==> src/rtl/vga_sync_gen.sv <==
// ---------------------------------------------------------------------------
// vga_sync_gen
//   Raster timing generator for the VGA path. It counts single-cycle pixel
//   strobes coming from the clock divider and presents, for every strobe,
//   the sync levels, the visible-area qualifier, the raw pixel coordinates
//   and end-of-line / end-of-frame markers. Everything runs on clk_in; the
//   slower pixel rate only ever arrives as the pix_en enable.
//
// Ports
//   clk_in    in   system clock, the only clock of the block
//   rst_n     in   synchronous reset, active-low
//   pix_en    in   pixel strobe, high for one clk_in cycle per pixel
//   hsync     out  horizontal sync, asserted level given by SYNC_POL
//   vsync     out  vertical sync, asserted level given by SYNC_POL
//   video_on  out  high while the presented pixel lies in the visible area
//   pixel_x   out  horizontal count of the presented pixel
//   pixel_y   out  vertical count of the presented pixel
//   line_end  out  one-cycle pulse on the last pixel of a line
//   frame_end out  one-cycle pulse on the last pixel of a frame
// ---------------------------------------------------------------------------
module vga_sync_gen #(
    parameter int H_ACTIVE = 640,
    parameter int H_FP     = 16,
    parameter int H_SYNC   = 96,
    parameter int H_BP     = 48,
    parameter int V_ACTIVE = 480,
    parameter int V_FP     = 10,
    parameter int V_SYNC   = 2,
    parameter int V_BP     = 33,
    parameter bit SYNC_POL = 1'b0,
    localparam int H_TOTAL = H_ACTIVE + H_FP + H_SYNC + H_BP,
    localparam int V_TOTAL = V_ACTIVE + V_FP + V_SYNC + V_BP,
    localparam int XW      = $clog2(H_TOTAL),
    localparam int YW      = $clog2(V_TOTAL)
) (
    input  logic          clk_in,
    input  logic          rst_n,
    input  logic          pix_en,
    output logic          hsync,
    output logic          vsync,
    output logic          video_on,
    output logic [XW-1:0] pixel_x,
    output logic [YW-1:0] pixel_y,
    output logic          line_end,
    output logic          frame_end
);

    // Decode boundaries, sized to the counters so every compare is width-exact.
    localparam logic [XW-1:0] H_VIS_END  = XW'(H_ACTIVE);
    localparam logic [XW-1:0] H_SYNC_BEG = XW'(H_ACTIVE + H_FP);
    localparam logic [XW-1:0] H_SYNC_END = XW'(H_ACTIVE + H_FP + H_SYNC);
    localparam logic [XW-1:0] H_LAST     = XW'(H_TOTAL - 1);
    localparam logic [YW-1:0] V_VIS_END  = YW'(V_ACTIVE);
    localparam logic [YW-1:0] V_SYNC_BEG = YW'(V_ACTIVE + V_FP);
    localparam logic [YW-1:0] V_SYNC_END = YW'(V_ACTIVE + V_FP + V_SYNC);
    localparam logic [YW-1:0] V_LAST     = YW'(V_TOTAL - 1);

    logic [XW-1:0] hCnt_q, hCnt_d;
    logic [YW-1:0] vCnt_q, vCnt_d;
    logic          hsync_q, hsync_d;
    logic          vsync_q, vsync_d;
    logic          videoOn_q, videoOn_d;
    logic [XW-1:0] pixelX_q, pixelX_d;
    logic [YW-1:0] pixelY_q, pixelY_d;
    logic          lineEnd_q, lineEnd_d;
    logic          frameEnd_q, frameEnd_d;

    logic          hLast;
    logic          vLast;

    assign hLast = (hCnt_q == H_LAST);
    assign vLast = (vCnt_q == V_LAST);

    // Next-state logic. On a strobe the current counter position is decoded
    // into the output registers and the counters then step to the following
    // pixel, so the outputs always describe the pixel that was just counted.
    // Between strobes the presented pixel holds, but the end markers drop so
    // they stay one clk_in wide however sparse the strobes are.
    always_comb begin
        hCnt_d     = hCnt_q;
        vCnt_d     = vCnt_q;
        hsync_d    = hsync_q;
        vsync_d    = vsync_q;
        videoOn_d  = videoOn_q;
        pixelX_d   = pixelX_q;
        pixelY_d   = pixelY_q;
        lineEnd_d  = 1'b0;
        frameEnd_d = 1'b0;

        if (pix_en) begin
            hsync_d    = ((hCnt_q >= H_SYNC_BEG) && (hCnt_q < H_SYNC_END)) ? SYNC_POL : ~SYNC_POL;
            vsync_d    = ((vCnt_q >= V_SYNC_BEG) && (vCnt_q < V_SYNC_END)) ? SYNC_POL : ~SYNC_POL;
            videoOn_d  = (hCnt_q < H_VIS_END) && (vCnt_q < V_VIS_END);
            pixelX_d   = hCnt_q;
            pixelY_d   = vCnt_q;
            lineEnd_d  = hLast;
            frameEnd_d = hLast && vLast;

            if (hLast) begin
                hCnt_d = '0;
                vCnt_d = vLast ? '0 : vCnt_q + YW'(1);
            end else begin
                hCnt_d = hCnt_q + XW'(1);
            end
        end
    end

    // State and output registers. Reset is synchronous and takes priority
    // over a strobe arriving in the same cycle; syncs park at their idle level.
    always_ff @(posedge clk_in) begin
        if (!rst_n) begin
            hCnt_q     <= '0;
            vCnt_q     <= '0;
            hsync_q    <= ~SYNC_POL;
            vsync_q    <= ~SYNC_POL;
            videoOn_q  <= 1'b0;
            pixelX_q   <= '0;
            pixelY_q   <= '0;
            lineEnd_q  <= 1'b0;
            frameEnd_q <= 1'b0;
        end else begin
            hCnt_q     <= hCnt_d;
            vCnt_q     <= vCnt_d;
            hsync_q    <= hsync_d;
            vsync_q    <= vsync_d;
            videoOn_q  <= videoOn_d;
            pixelX_q   <= pixelX_d;
            pixelY_q   <= pixelY_d;
            lineEnd_q  <= lineEnd_d;
            frameEnd_q <= frameEnd_d;
        end
    end

    assign hsync     = hsync_q;
    assign vsync     = vsync_q;
    assign video_on  = videoOn_q;
    assign pixel_x   = pixelX_q;
    assign pixel_y   = pixelY_q;
    assign line_end  = lineEnd_q;
    assign frame_end = frameEnd_q;

endmodule

==> config.mk <==
export PLATFORM = sky130hd
export DESIGN_NAME = vga_sync_gen
export DESIGN_NICKNAME = d
export VERILOG_FILES = /design/src/rtl/vga_sync_gen.sv
export SDC_FILE = /design/constraint.sdc
export NUM_CORES = 1
export LEC_CHECK = 0
export CAP_MARGIN = 0
export CORE_MARGIN = 2
export CORE_UTILIZATION = 45
export DETAILED_ROUTE_END_ITERATION = 10
export DONT_BUFFER_PORTS = 1
export PLACE_DENSITY = 0.57
export SYNTH_ARGS = -nofsm -noshare
export SYNTH_HDL_FRONTEND = slang
export SYNTH_SLANG_ARGS = --single-unit
export TNS_END_PERCENT = 1
==> constraint.sdc <==
create_clock -name clk_in -period 4.25 [get_ports clk_in]
set_input_delay 0.2125 -clock clk_in [delete_from_list [all_inputs] [get_ports clk_in]]
set_output_delay 0.2125 -clock clk_in [all_outputs]
set_load 0.01 [all_outputs]
==> run metrics, run 1 <==
Starting Density 46.2%; layout cell share with drive strength beyond 1 6.25%; setup bufs post-CTS 0; die width 70.6 µm; worst vdd ir 0.128 mV; routed vias 1430; number of global-route vias before repair 1312; Pint 0.000583 W; Remaining DRCs 0; global-route wire length before repair 6530 µm; critical-path cell list or4b_4 -> or3_1 -> o21ai_1 -> o21ba_2; per-cell routed wire length 14.8 µm; crit path launch hCnt_q[5]$_SDFFE_PN0P_; LEAKAGE 0.741 nW; Routed Antenna Nets 0; RSZ-0062 raised after global routing no; area share of the largest cell type after synthesis 45.1%; Max Clk Rate 438 MHz; Overflow after GRT 0; standard-cell row count 24; Worst setup EP type flop; ys flop type dfxtp_1; HP Start rst_n; Worst-path clk slew 80 ps; antenna diode count 0; reg2reg path depth 4; worst-case register-to-register setup slack 1970 ps; CP Launch Type flop; Sink Count 45; GRT Total Usage 16.5%; # resized after CTS 0; Seq pwr share 58.8%; grt met3 use 5.56%; number of synthesized register bits 45; net load switching power 0.000144 W; P&R area growth vs syn 5.77%; Net Sw Frac 19.8%; Inst Count DP 251; count of non-filler cells in the finished layout 260; root buffer cell clkbuf_8; final WL 3850 µm; final setup vio count 0; core area 4320 µm²; cell count along the critical path 4; drt first-iter violations 54; Worst Path Max Fanout 9; die area 4980 µm²; worst skew pair latency 280 ps; Clk network pwr share 38.7%; CP max stage cell or4b_4; dpl hpwl 2660 µm; EDFF count, synth 0; met2 GRT Util 26.6%; post-synth cell types 36; num ports 28; Buf/Inv on CP 0; status complete, no violations; setup_tns 0 ps; initial antenna violation count 0; IO buf count 0; worst hold stages 1; routability congestion estimate 0.815; max incr delay on CP 590 ps; GR peak layer met2; Die Y 70.6 µm; syn_area_per_cell 9.46 µm²; reg2reg start hCnt_q[5]$_SDFFE_PN0P_; Post-synth top cells 45 x dfxtp_1, 22 x nor2b_1, 20 x mux2i_1; Via density 5.50; delay-heaviest family, CP simple AND/OR/NAND/NOR gates; Final Critical Period 2280 ps; Max-Cap Viols 0; CP Class flop to flop; CTS tree yes; nets@finish 215; drt first pass iters 4; top cell type by total area after synthesis dfxtp_1; CTS max path bufs 2; top area cells in the synthesized netlist dfxtp_1 45%, mux2i_1 10%, nor2b_1 6.9%; CP endpoint vCnt_q[8]$_SDFFE_PN0P_; Yosys warning count 0; worst min path class input port to flop; H-tree Lvls 2; WP data arrival 2470 ps; sequential share of the synthesized area 45.1%; Rel. slew slack 64.2%; reg2reg end vCnt_q[8]$_SDFFE_PN0P_; Synthesized Nets 219; worst path required time 4430 ps; final hold violations 0; largest net degree at the start of global routing 34; combinational fraction of design power 2.5%; area of the mapped netlist 2000 µm²; Final Slew Violations 0; total CTS buffers 5; met1 GRT Util 21.0%; post-cts hold buffer count 1; PD cells 344 nW/µm²; FFs w/ async S/R, synth 0%; synthesized instance count 211; measured slew at the worst slew-check pin 533 ps; most common cell in the netlist dfxtp_1; Worst Skew 3.78 ps; final worst path period share 53.7%
[final cells by class]
| class | count | area (µm²) |
|---|---|---|
| Sequential cell | 45 | 901 |
| Timing Repair Buffer | 1 | 10.0 |
| Inverter | 7 | 26.3 |
| Multi-Input combinational cell | 147 | 1010 |
| Fill cell | 421 | 2210 |
| Clock inverter | 1 | 5.00 |
| Tap cell | 52 | 65.1 |
| Clock buffer | 7 | 96.3 |
[per-stage QoR]
step                      worst slack, ps  instance area (µm²)  power [W]  util [%]  hold WS [ps]
final                                1970                 2110   0.000727      48.8          55.7
after global routing                 1830                 2110   0.000757      48.8          38.0
after CTS                            1970                 2110   0.000736      48.8          44.4
after detailed placement             1980                 2000   0.000455      46.2           287
after global placement               2080                 2000   0.000454      46.2           280
after floorplan                      2130                 2000   0.000460         -           437
[routing by layer]
layer	vias to the layer above	wire length, µm
met5	-	0
met4	0	39
met3	4	192
met2	32	1760
met1	663	1870
li1	731	-
[flip-flops by register name, summed over array words and instances (netlist names)]
signal / flops
hCnt_q: 10
pixel_x: 10
pixel_y: 10
vCnt_q: 10
frame_end: 1
hsync: 1
line_end: 1
video_on: 1
vsync: 1
[worst min path at each step]
stage	to	slack [ps]
finish	pixel_x[3]$_SDFFE_PN0P_	60
global route	pixel_y[7]$_SDFFE_PN0P_	40
CTS	pixel_x[1]$_SDFFE_PN0P_	40
detailed placement	hsync$_SDFFE_PN1P_	290
global placement	hsync$_SDFFE_PN1P_	280
floorplan	hsync$_SDFFE_PN1P_	440
[layout by cell type, fill, tap and decap left out, drive strengths merged, types with 2 or more instances in the layout]
cell and instances:
or3 4, xnor2 7, a21oi 3, clkbuf 7, nor4b 2, o21ai 5
xor2 4, nor3 5, nor2b 22, nand2 14, o21ba 2, nand3 8
o31a 2, nand4 6, mux2i 20, o31ai 2, and3 3, dfxtp 45
or4 3, a21boi 4, ha 5, nor2 14, inv 7, nor4 6
[power by group through the flow]
stage	sequential (W)	combinational (W)	clock [W]
floorplan	0.000437	0.0000235	0
global placement	0.000437	0.0000169	0
detailed placement	0.000437	0.0000173	0
CTS	0.000427	0.0000186	0.000290
global route	0.000428	0.0000199	0.000309
finish	0.000427	0.0000184	0.000281
[cell families after synthesis]
logic type               count (synthesis)  synth area share [%]
AO/OA/AOI/OAI                           20                  7.08
XOR/XNOR                                11                  4.83
adder cells (fa/ha/maj)                  5                  3.13
buffers and inverters                   19                  4.39
flip-flops                              45                  45.1
multiplexers                            20                  10.0
AND/OR/NAND/NOR                         91                  25.4
Note: power is estimated with default switching activity, not from simulation.
==> run 2, diff against run 1 <==
--- a/config.mk
+++ b/config.mk
@@ -10,7 +10,7 @@
 export CORE_UTILIZATION = 45
 export DETAILED_ROUTE_END_ITERATION = 10
 export DONT_BUFFER_PORTS = 1
-export PLACE_DENSITY = 0.57
+export PLACE_DENSITY = 0.59
 export SYNTH_ARGS = -nofsm -noshare
 export SYNTH_HDL_FRONTEND = slang
 export SYNTH_SLANG_ARGS = --single-unit
==> constraint.sdc (replaced) <==
create_clock -name clk_in -period 2.1 [get_ports clk_in]
set_input_delay 0.105 -clock clk_in [delete_from_list [all_inputs] [get_ports clk_in]]
set_output_delay 0.105 -clock clk_in [all_outputs]
set_load 0.01 [all_outputs]
==> run 2 against run 1 <==
Critical path depth up 1. Utilization grew 1.7 points. Combinational power rose to 3.1 times the previous value. Register-to-register slack lost 1900 ps. Flip-flop and latch count did not move. Clock-buffer cell count grew 1. Highest routed layer unchanged. Global-route usage increased by 1.7 points. Largest power group unchanged. Sequential share of layout area is 1.4 points lower. Sequential power is 100% higher.
==> run metrics, run 2 (synthesized netlist as in run 1, its figures left out) <==
CTS tree yes; Final Slew Violations 0; setup_tns 0 ps; Via density 5.52; Worst setup EP type flop; CP max stage cell or4_4; measured slew at the worst slew-check pin 1090 ps; routability congestion estimate 0.811; drt first-iter violations 76; P&R area growth vs syn 9.47%; reg2reg path depth 5; Final Critical Period 2020 ps; worst path required time 2340 ps; per-cell routed wire length 15.2 µm; CP Class flop to flop; Rel. slew slack 26.9%; H-tree Lvls 2; Max-Cap Viols 0; worst vdd ir 0.295 mV; die area 4980 µm²; dpl hpwl 2800 µm; number of global-route vias before repair 1492; Overflow after GRT 0; CP Launch Type flop; RSZ-0062 raised after global routing no; status complete, no violations; largest net degree at the start of global routing 29; post-cts hold buffer count 3; pre-CTS setup slack 106 ps; drt first pass iters 4; initial antenna violation count 0; global-route wire length before repair 7110 µm; Starting Density 46.2%; fin worst setup slack 84.6 ps; commonest non-fill, non-tap cell in the layout dfxtp_1; Worst-path clk slew 80 ps; nets@finish 227; GRT Total Usage 18.2%; CTS max path bufs 2; Worst Path Max Fanout 5; Remaining DRCs 0; WP data arrival 2250 ps; LEAKAGE 0.781 nW; Sink Count 45; max incr delay on CP 540 ps; layout cell share with drive strength beyond 1 9.09%; core area 4320 µm²; most frequent cells in the layout 45 x dfxtp_1, 22 x nor2b_1, 20 x mux2i_1, 14 x nand2_1, 14 x nor2_1; Power Total 0.00143 W; worst min path class input port to flop; final WL 4140 µm; num ports 28; antenna diode count 0; standard-cell row count 24; Worst Skew 3.46 ps; final worst path period share 96.0%; routed vias 1502; Max Clk Rate 496 MHz; die width 70.6 µm; IO buf count 0; PD cells 654 nW/µm²; final core occ 50.5%; # resized after CTS 0; final setup vio count 0; total CTS buffers 5; worst hold stages 2; Routed Antenna Nets 0; Die Y 70.6 µm; root buffer cell clkbuf_8; final hold violations 0; critical-path cell list ha_1 -> nand4_1 -> or3_1 -> or4_4 -> a21oi_2; worst skew pair latency 290 ps; setup bufs post-CTS 0
-- run 2: changes by cell type in the layout (fill, tap and decap cells not counted), sizes merged --
| cell | before | now |
|---|---|---|
| buf | 0 | 10 |
| clkbuf | 7 | 8 |
| clkinv | 1 | 0 |
| dlygate4sd3 | 1 | 3 |
-- run 2: worst max-delay path: cells and delay by family, from the launching register on --
kind / cells / cell delay, ps
simple gates: 3 / 1180
compound gates: 1 / 140
fa+ha+maj: 1 / 240
flops: 1 / 410
-- run 2: layout make-up --
cell class                      count  area, µm²
Timing Repair Buffer               13        105
Tap cell                           52       65.1
Fill cell                         422       2140
Inverter                            7       26.3
Multi-Input combinational cell    147       1010
Clock buffer                        8       80.1
Sequential cell                    45        901
-- run 2: per-layer routing --
metal	vias to the layer above	part of all wire, %	track usage (%)
met5	-	0	0
met3	5	4.5	5.84
met4	0	0.94	6.29
li1	744	-	-
met2	27	47	28.7
met1	726	48	23.6
-- run 2: report_power, final --
group	switching (W)	leakage [nW]	total (W)	internal [W]
Combinational	0.0000291	0.378	0.0000565	0.0000274
Clock	0.000270	0.0395	0.000507	0.000237
Sequential	0.00000639	0.363	0.000865	0.000858
-- run 2: final timing paths --
check | start | to | slack, ps
worst max register to register | hCnt_q[0]$_SDFFE_PN0P_ | vCnt_q[5]$_SDFFE_PN0P_ | 80
worst min-delay path | pix_en | pixel_y[4]$_SDFFE_PN0P_ | 4
worst min register to register | video_on$_SDFFE_PN0P_ | video_on$_SDFFE_PN0P_ | 530
worst max-delay path | hCnt_q[0]$_SDFFE_PN0P_ | vCnt_q[5]$_SDFFE_PN0P_ | 80
-- run 2: metrics by stage --
| stage | hold WS [ps] | cells | instance area [µm²] |
|---|---|---|---|
| 2_1_floorplan | 330 | 211 | 2000 |
| 3_5_place_dp | 178 | 261 | 2070 |
| 4_1_cts | 1.07 | 272 | 2180 |
| 3_3_place_gp | 174 | 261 | 2070 |
| 5_1_grt | 7.15 | 272 | 2180 |
| 6_report | 4.00 | 272 | 2180 |
==> run 3, diff against run 2 <==
--- a/config.mk
+++ b/config.mk
@@ -6,11 +6,13 @@
 export NUM_CORES = 1
 export LEC_CHECK = 0
 export CAP_MARGIN = 0
+export CELL_PAD_IN_SITES_DETAIL_PLACEMENT = 0
+export CELL_PAD_IN_SITES_GLOBAL_PLACEMENT = 1
 export CORE_MARGIN = 2
-export CORE_UTILIZATION = 45
+export CORE_UTILIZATION = 43
 export DETAILED_ROUTE_END_ITERATION = 10
 export DONT_BUFFER_PORTS = 1
-export PLACE_DENSITY = 0.59
+export PLACE_DENSITY_LB_ADDON = 0.1
 export SYNTH_ARGS = -nofsm -noshare
 export SYNTH_HDL_FRONTEND = slang
 export SYNTH_SLANG_ARGS = --single-unit
==> run 3 against run 2 <==
The flow now finishes with violations (hold timing). Via count rose by 2.9%. Clock skew up 6.2 ps. Power increased by 1.6%. Routed wire length grew 7.8%. Critical path type unchanged. Sequential share of layout area fell by 1.7 points. Hold slack worse by 5.1 ps. Clock-buffer cell count down 3. Cell count up 3.3%. Global-route usage increased by 0.36 points.
==> run metrics, run 3 (synthesized netlist as in run 1, its figures left out) <==
root buffer cell clkbuf_8; commonest non-fill, non-tap cell in the layout dfxtp_1; Max-Cap Viols 0; met2 GRT Util 28.5%; PD cells 637 nW/µm²; Final Critical Period 1990 ps; met1 GRT Util 26.0%; CP Launch Type flop; Remaining DRCs 0; grt met3 use 4.44%; Clk network pwr share 35.8%; net load switching power 0.000329 W; Routed Antenna Nets 0; final worst path period share 94.9%; number of global-route vias before repair 1526; antenna diode count 0; die area 5200 µm²; Starting Density 45.2%; setup_tns 0 ps; CP Class flop to flop; P&R area growth vs syn 14.2%; LEAKAGE 0.838 nW; GR peak layer met2; combinational fraction of design power 4.7%; WP data arrival 2210 ps; H-tree Lvls 2; status finished, violations left; final setup vio count 0; pre-CTS setup slack 93.2 ps; final WL 4460 µm; layout cell share with drive strength beyond 1 14.0%; failing checks hold timing; core area 4410 µm²; dpl hpwl 3020 µm; Pint 0.00112 W; CTS max path bufs 2; CTS tree yes; worst min path class input port to flop; nets@finish 236; total CTS buffers 5; GRT Total Usage 18.5%; per-cell routed wire length 15.9 µm; Worst setup EP type flop; Max Clk Rate 502 MHz; Seq pwr share 59.5%; fin worst setup slack 108 ps; largest net degree at the start of global routing 29; num ports 28; Sink Count 45; measured slew at the worst slew-check pin 769 ps; standard-cell row count 24; die width 72.1 µm; worst skew pair latency 290 ps; Overflow after GRT 0; global-route wire length before repair 7530 µm; most frequent cells in the layout 45 x dfxtp_1, 22 x nor2b_1, 20 x mux2i_1, 17 x buf_4; worst vdd ir 0.386 mV; drt first pass iters 4; drt first-iter violations 60; worst path required time 2320 ps; Final Slew Violations 0; hold_ws -1.08 ps; routed vias 1545; IO buf count 0; routability congestion estimate 0.793; Die Y 72.1 µm; Worst Skew 9.66 ps; Via density 5.50; Net Sw Frac 22.7%; RSZ-0062 raised after global routing no; Rel. slew slack 48.5%; final hold violations 1; Worst Path Max Fanout 8; initial antenna violation count 0; Worst-path clk slew 90 ps
[run 3: worst paths after layout]
kind,slack (ps),cells past startpoint,endpoint,from
min,-1,2,pixel_x[9]$_SDFFE_PN0P_,pix_en
min reg2reg,530,2,video_on$_SDFFE_PN0P_,video_on$_SDFFE_PN0P_
max reg2reg,110,5,vCnt_q[9]$_SDFFE_PN0P_,hCnt_q[5]$_SDFFE_PN0P_
max,110,5,vCnt_q[9]$_SDFFE_PN0P_,hCnt_q[5]$_SDFFE_PN0P_
[run 3: area by class of cell]
class / instances / area [µm²]
clock buffer: 5 / 68.8
tap: 52 / 65.1
sequential: 45 / 901
timing repair buffer: 22 / 188
fill: 423 / 2140
multi-input combinational: 147 / 1010
inverter: 7 / 26.3
clock inverter: 3 / 17.5
[run 3: metal layers]
layer / up-vias / part of all wire (%)
li1: 761 / -
met1: 734 / 48
met2: 42 / 45
met3: 8 / 5.9
met4: 0 / 1.1
met5: - / 0
[run 3: through the flow]
step,hold slack (ps),utilization [%],power (W),area [µm²],cells
after floorplan,330,-,0.000931,2000,211
after global placement,172,48.2,0.000925,2130,268
after detailed placement,175,48.2,0.000925,2130,268
after CTS,1.05,51.3,0.00147,2260,280
after global routing,37.3,51.6,0.00152,2280,281
final,-1.08,51.6,0.00145,2280,281
[run 3: power by group through the flow]
stage | clock network [W] | logic (W) | registers (W)
after floorplan | 0 | 0.0000477 | 0.000884
after global placement | 0 | 0.0000410 | 0.000884
after detailed placement | 0 | 0.0000418 | 0.000884
after CTS | 0.000537 | 0.0000651 | 0.000863
after global routing | 0.000578 | 0.0000736 | 0.000864
final | 0.000520 | 0.0000677 | 0.000863
[run 3: worst max-delay path: stages (launching register included)]
cell and delay, ps:
dfxtp_1 320, buf_4 160, or3_1 370, or3_1 370, or4_1 530, a21oi_1 170
[run 3: repair_timing]
action	CTS	global route
setup endpoints to repair	0	2
endpoints found under the hold margin	28	1
buffers inserted	0	0
resized for setup	0	1
hold buffers	4	1
